## src/rtl/ma_rw_skid_latch.sv

```systemverilog
// MA->RW pipeline register with a 2-entry skid buffer, flush bubble and saturating stall counter.
// State updates on the falling edge of clk; in_ready/out_valid are registered, so out_ready never reaches in_ready combinationally.
module ma_rw_skid_latch #(
   parameter int                DATA_W = 32,
   parameter int                IR_W   = 32,
   parameter int                CTRL_W = 22,
   parameter logic [IR_W-1:0]   NOP_IR = '0,
   parameter int                CNT_W  = 16
) (
   input  logic              clk,
   input  logic              rst,
   input  logic              in_valid,
   output logic              in_ready,
   input  logic [DATA_W-1:0] in_pc,
   input  logic [DATA_W-1:0] in_alu_result,
   input  logic [DATA_W-1:0] in_ld_result,
   input  logic [IR_W-1:0]   in_ir,
   input  logic [CTRL_W-1:0] in_ctrl,
   input  logic              flush,
   output logic              out_valid,
   input  logic              out_ready,
   output logic [DATA_W-1:0] out_pc,
   output logic [DATA_W-1:0] out_alu_result,
   output logic [DATA_W-1:0] out_ld_result,
   output logic [IR_W-1:0]   out_ir,
   output logic [CTRL_W-1:0] out_ctrl,
   output logic [1:0]        occupancy,
   output logic [CNT_W-1:0]  stall_count
);

   typedef enum logic [1:0] {EMPTY, ONE, TWO} state_t;

   state_t            state;
   state_t            nxt;
   logic              in_fire;
   logic              out_fire;
   logic              ld_main_in;
   logic              ld_main_skid;
   logic              ld_skid;
   logic              bubble;
   logic [DATA_W-1:0] skid_pc;
   logic [DATA_W-1:0] skid_alu_result;
   logic [DATA_W-1:0] skid_ld_result;
   logic [IR_W-1:0]   skid_ir;
   logic [CTRL_W-1:0] skid_ctrl;

   assign in_fire  = in_valid & in_ready;
   assign out_fire = out_valid & out_ready;

   // Flush overrides every transition, including a same-cycle acceptance.
   always_comb begin
      nxt          = state;
      ld_main_in   = 1'b0;
      ld_main_skid = 1'b0;
      ld_skid      = 1'b0;
      bubble       = 1'b0;
      if (flush) begin
         nxt    = EMPTY;
         bubble = 1'b1;
      end else begin
         case (state)
            EMPTY: if (in_fire) begin
               nxt        = ONE;
               ld_main_in = 1'b1;
            end
            ONE: begin
               if (in_fire && out_fire) begin
                  ld_main_in = 1'b1;
               end else if (in_fire) begin
                  nxt     = TWO;
                  ld_skid = 1'b1;
               end else if (out_fire) begin
                  nxt = EMPTY;
               end
            end
            TWO: if (out_fire) begin
               nxt          = ONE;
               ld_main_skid = 1'b1;
            end
            default: nxt = EMPTY;
         endcase
      end
   end

   always_ff @(negedge clk or posedge rst) begin
      if (rst) begin
         state     <= EMPTY;
         out_valid <= 1'b0;
         in_ready  <= 1'b1;
         occupancy <= 2'd0;
      end else begin
         state     <= nxt;
         out_valid <= (nxt != EMPTY);
         in_ready  <= (nxt != TWO);
         occupancy <= (nxt == TWO) ? 2'd2 : ((nxt == ONE) ? 2'd1 : 2'd0);
      end
   end

   always_ff @(negedge clk or posedge rst) begin
      if (rst) begin
         out_pc         <= '0;
         out_alu_result <= '0;
         out_ld_result  <= '0;
         out_ir         <= NOP_IR;
         out_ctrl       <= '0;
      end else if (bubble) begin
         out_pc         <= '0;
         out_alu_result <= '0;
         out_ld_result  <= '0;
         out_ir         <= NOP_IR;
         out_ctrl       <= '0;
      end else if (ld_main_in) begin
         out_pc         <= in_pc;
         out_alu_result <= in_alu_result;
         out_ld_result  <= in_ld_result;
         out_ir         <= in_ir;
         out_ctrl       <= in_ctrl;
      end else if (ld_main_skid) begin
         out_pc         <= skid_pc;
         out_alu_result <= skid_alu_result;
         out_ld_result  <= skid_ld_result;
         out_ir         <= skid_ir;
         out_ctrl       <= skid_ctrl;
      end
   end

   // Skid contents after a flush are stale but unreachable: the FSM is EMPTY.
   always_ff @(negedge clk or posedge rst) begin
      if (rst) begin
         skid_pc         <= '0;
         skid_alu_result <= '0;
         skid_ld_result  <= '0;
         skid_ir         <= '0;
         skid_ctrl       <= '0;
      end else if (ld_skid) begin
         skid_pc         <= in_pc;
         skid_alu_result <= in_alu_result;
         skid_ld_result  <= in_ld_result;
         skid_ir         <= in_ir;
         skid_ctrl       <= in_ctrl;
      end
   end

   always_ff @(negedge clk or posedge rst) begin
      if (rst) begin
         stall_count <= '0;
      end else if (out_valid && !out_ready && (stall_count != {CNT_W{1'b1}})) begin
         stall_count <= stall_count + 1'b1;
      end
   end

endmodule
```

## config.mk

```make
export PLATFORM = sky130hd
export DESIGN_NAME = ma_rw_skid_latch
export DESIGN_NICKNAME = d
export VERILOG_FILES = /design/src/rtl/ma_rw_skid_latch.sv
export SDC_FILE = /design/constraint.sdc
export NUM_CORES = 1
export LEC_CHECK = 0
export CORE_MARGIN = 2
export CORE_UTILIZATION = 30
export DETAILED_ROUTE_END_ITERATION = 16
export GPL_TIMING_DRIVEN = 1
export SKIP_CTS_REPAIR_TIMING = 1
export SLEW_MARGIN = 20
export SYNTH_ARGS = -nofsm -noshare
export SYNTH_HDL_FRONTEND = slang
export SYNTH_SLANG_ARGS = --single-unit
```

## constraint.sdc

```tcl
create_clock -name clk -period 24.3 [get_ports clk]
set_input_delay 4.86 -clock clk [delete_from_list [all_inputs] [get_ports clk]]
set_output_delay 4.86 -clock clk [all_outputs]
set_load 0.02 [all_outputs]
```

==> metrics.cfg <==
[status]
status=completed

[worst_setup_path]
worstSetupStartpoint=out_ready
crit_family=buffers and inverters
slowest_stage=clkdlybuf4s50_1
arrival_ps=7420
r2r_start=in_ready
crit_path_start_kind=primary input
crit_fanout=151
cp-end-kind=flip-flop
crit_buf_inv=3
critPathKind=in -> reg
cp.required_ps=12490
cp_slowest_stage_delay_ps=600
crit_chain=clkdlybuf4s50_1 > nand2_1 > a21oi_4 > buf_12 > nor2_4 > buf_4 > o2bb2ai_1

[logic_synthesis]
ys.flop_type=dfrtn_1
synth_edf_count=0
netlist_area_mm2=0.0133
ys_async_sr_fraction_pct=100
ys_seq_area_share_pct=60.7
yosysTopAreaCellShare_pct=60.5
synth_area_leaders=dfrtn_1, o2bb2ai_1, a22oi_1
ys_ff_latch=322
synth.distinct_cells=45
synth.net_count=1102
ys.warnings.count=0
synth_area_per_cell_um2=14.0
postSynthCellCount=946
post-synth-top-area-cell=dfrtn_1

[sta]
setup_viol=0
final_max_slew_viol_count=0
grt_setup_unrepaired=no
hold_viol_final=0
fin_skew_ps=49.3
relSlewSlack_pct=8.04
fin_worst_hold_slack_ps=432
setup_slack_ps=5070
tightest_slew_ps=1380
tns_ps=0

[detailed_routing]
dr_total_vias=9407
drc=0
first_pass_iters=4
route.final.wire_length_um=36300
viasPerCell=5.05
route.detailed.wl_per_inst_um=19.5
ant_nets=0
drt_iter0_markers=691

[power]
p_per_area_mw_per_mm2=99.0
power.ir.vdd_worst_v=0.0000530
p_total_uw=1800
p_leak_uw=0.00737

[floorplan]
die_w_um=214
row_count=77
io_pins=325
fp.dieArea_mm2=0.0459
core-area_mm2=0.0439
initial_core_util_pct=30.2
die_height_um=214

[place]
dp_slack_ps=4480
gp_congestion=0.779
io_buffers=324
dp_cells=1791
dpl.hpwl_um=21000

[clock_tree]
clk_pin_slew_ps=40
clkLatencyLatePin_ps=580
htreeDepth=2
cts_tree=built
cts.sinks=322
cts_root_buffer=clkbuf_16
cts_buffer_depth=3
numCtsBuffers=38

[min_path]
hold_path.class=reg -> reg
min-delay-start=skid_alu_result[26]

[grt]
grt_max_degree=152
gr-total-overflow=0
antenna_found_initial=5
grt_pass1_wl_um=58200
grt_pass1_vias=9745
grt_util_all_layers_pct=15.8

[final_layout]
layout.nets=1395
stdcell_count=1862
drive_above_1_share_pct=10.4
synthToLayoutAreaGrowth_pct=36.9
fill_cells=4165

[job]
max_cap_violations=0

==> report_power, final <==
group	internal, uW	switching (uW)
Combinational	230	214
Clock	329	222
Sequential	715	89.3
Total	1270	525
==> synthesized netlist by cell type, types with 2 or more instances <==
cell and count:
clkbuf_1 32, nand4_1 4, nand2_1 14, nor3_1 4
buf_4 2, nand3_1 3, a31oi_1 2, mux2i_1 2
xor2_1 9, inv_1 8, buf_6 10, a21oi_1 4
nor2b_1 2, xnor2_1 2, mux2_1 100, nor2_1 9
nor3_2 3, nand2b_1 2, dfrtn_1 321, buf_2 37
nor4_1 3, o2bb2ai_1 150, a22oi_1 150, mux2_2 52
==> cells in the final DEF (no fill, tap or decap), types with 2 or more instances in the layout <==
cell,Yosys,routed
xor2_1,9,9
buf_12,0,4
o2bb2ai_1,150,150
mux2i_1,2,2
bufinv_16,0,2
buf_4,2,7
clkbuf_8,0,4
clkbuf_1,32,14
nand2_1,14,14
nor3_1,4,4
a21oi_1,4,4
clkinvlp_4,0,2
nand4_1,4,4
a31oi_1,2,2
clkbuf_16,0,39
diode_2,0,5
nor4_1,3,3
mux2_2,52,52
clkdlybuf4s50_1,0,323
xnor2_1,2,2
nand3_1,3,3
mux2_1,100,100
a22oi_1,150,150
nand2b_1,2,2
inv_1,8,7
nor2b_1,2,2
nor3_2,3,2
nor2_1,9,8
dfrtn_1,321,321
clkinv_2,0,5
==> routing by layer <==
metal  global-route usage [%]  up-vias  part of all wire, %
met2                     24.8      242                   47
li1                         -     4250                    -
met4                     6.92        0                  3.2
met1                     20.7     4858                   44
met5                        0        -                    0
met3                     3.90       57                  5.8
==> registers in the layout (all words and copies together), names as in the netlist, 22 cells and up <==
signal	count
out_ld_result	32
skid_ir	32
out_alu_result	32
out_pc	32
out_ctrl	22
out_ir	32
skid_pc	32
skid_ctrl	22
skid_ld_result	32
skid_alu_result	32
==> worst reg2reg max path, stage by stage, from the launching register on <==
cell and delay [ps]:
dfstp_2 550, nand3b_1 200, a21oi_4 200, buf_12 570, nor2_4 230, buf_4 430
o2bb2ai_1 380
==> area by class of cell <==
type	instances	area, um^2	area share (%)
diodes	5	12.5	0.0689
clock buffers	57	1080	5.96
clock inverters	10	105	0.579
inverters	7	30.0	0.165
multi-input cells	535	4770	26.3
flip-flops and latches	322	8060	44.4
well taps	592	741	4.08
repair buffers	334	3370	18.5
==> through the flow <==
step | cell area [um^2] | utilization, %
2_1_floorplan | 13300 | -
3_3_place_gp | 17000 | 38.6
3_5_place_dp | 17000 | 38.6
4_1_cts | 18200 | 41.3
5_1_grt | 18200 | 41.4
6_report | 18200 | 41.4
==> path summary, 6_finish.rpt <==
check                                      end  slack (ps)  cells past startpoint
setup / recovery             out_alu_result[2]        5070                      7
hold / removal             skid_alu_result[26]         430                      1
setup reg to reg             out_alu_result[2]       21510                      6
hold reg to reg            skid_alu_result[26]         430                      1
max in group asynchronous   out_alu_result[25]        5700                      4
min in group asynchronous         occupancy[1]       16730                      2
==> logic make-up (layout without fill, tap and decap cells) <==
logic type	after synthesis	count (layout)	share of synthesized area, %
XOR/XNOR	11	11	0.726
AO/OA/AOI/OAI	311	311	19.1
AND/OR/NAND/NOR	58	58	2.86
other	0	5	0
adder cells (fa/ha/maj)	1	1	0.0943
flip-flops	322	322	60.7
buffers and inverters	89	408	3.49
multiplexers	154	154	13.0
(Power assumes the default switching activity.)
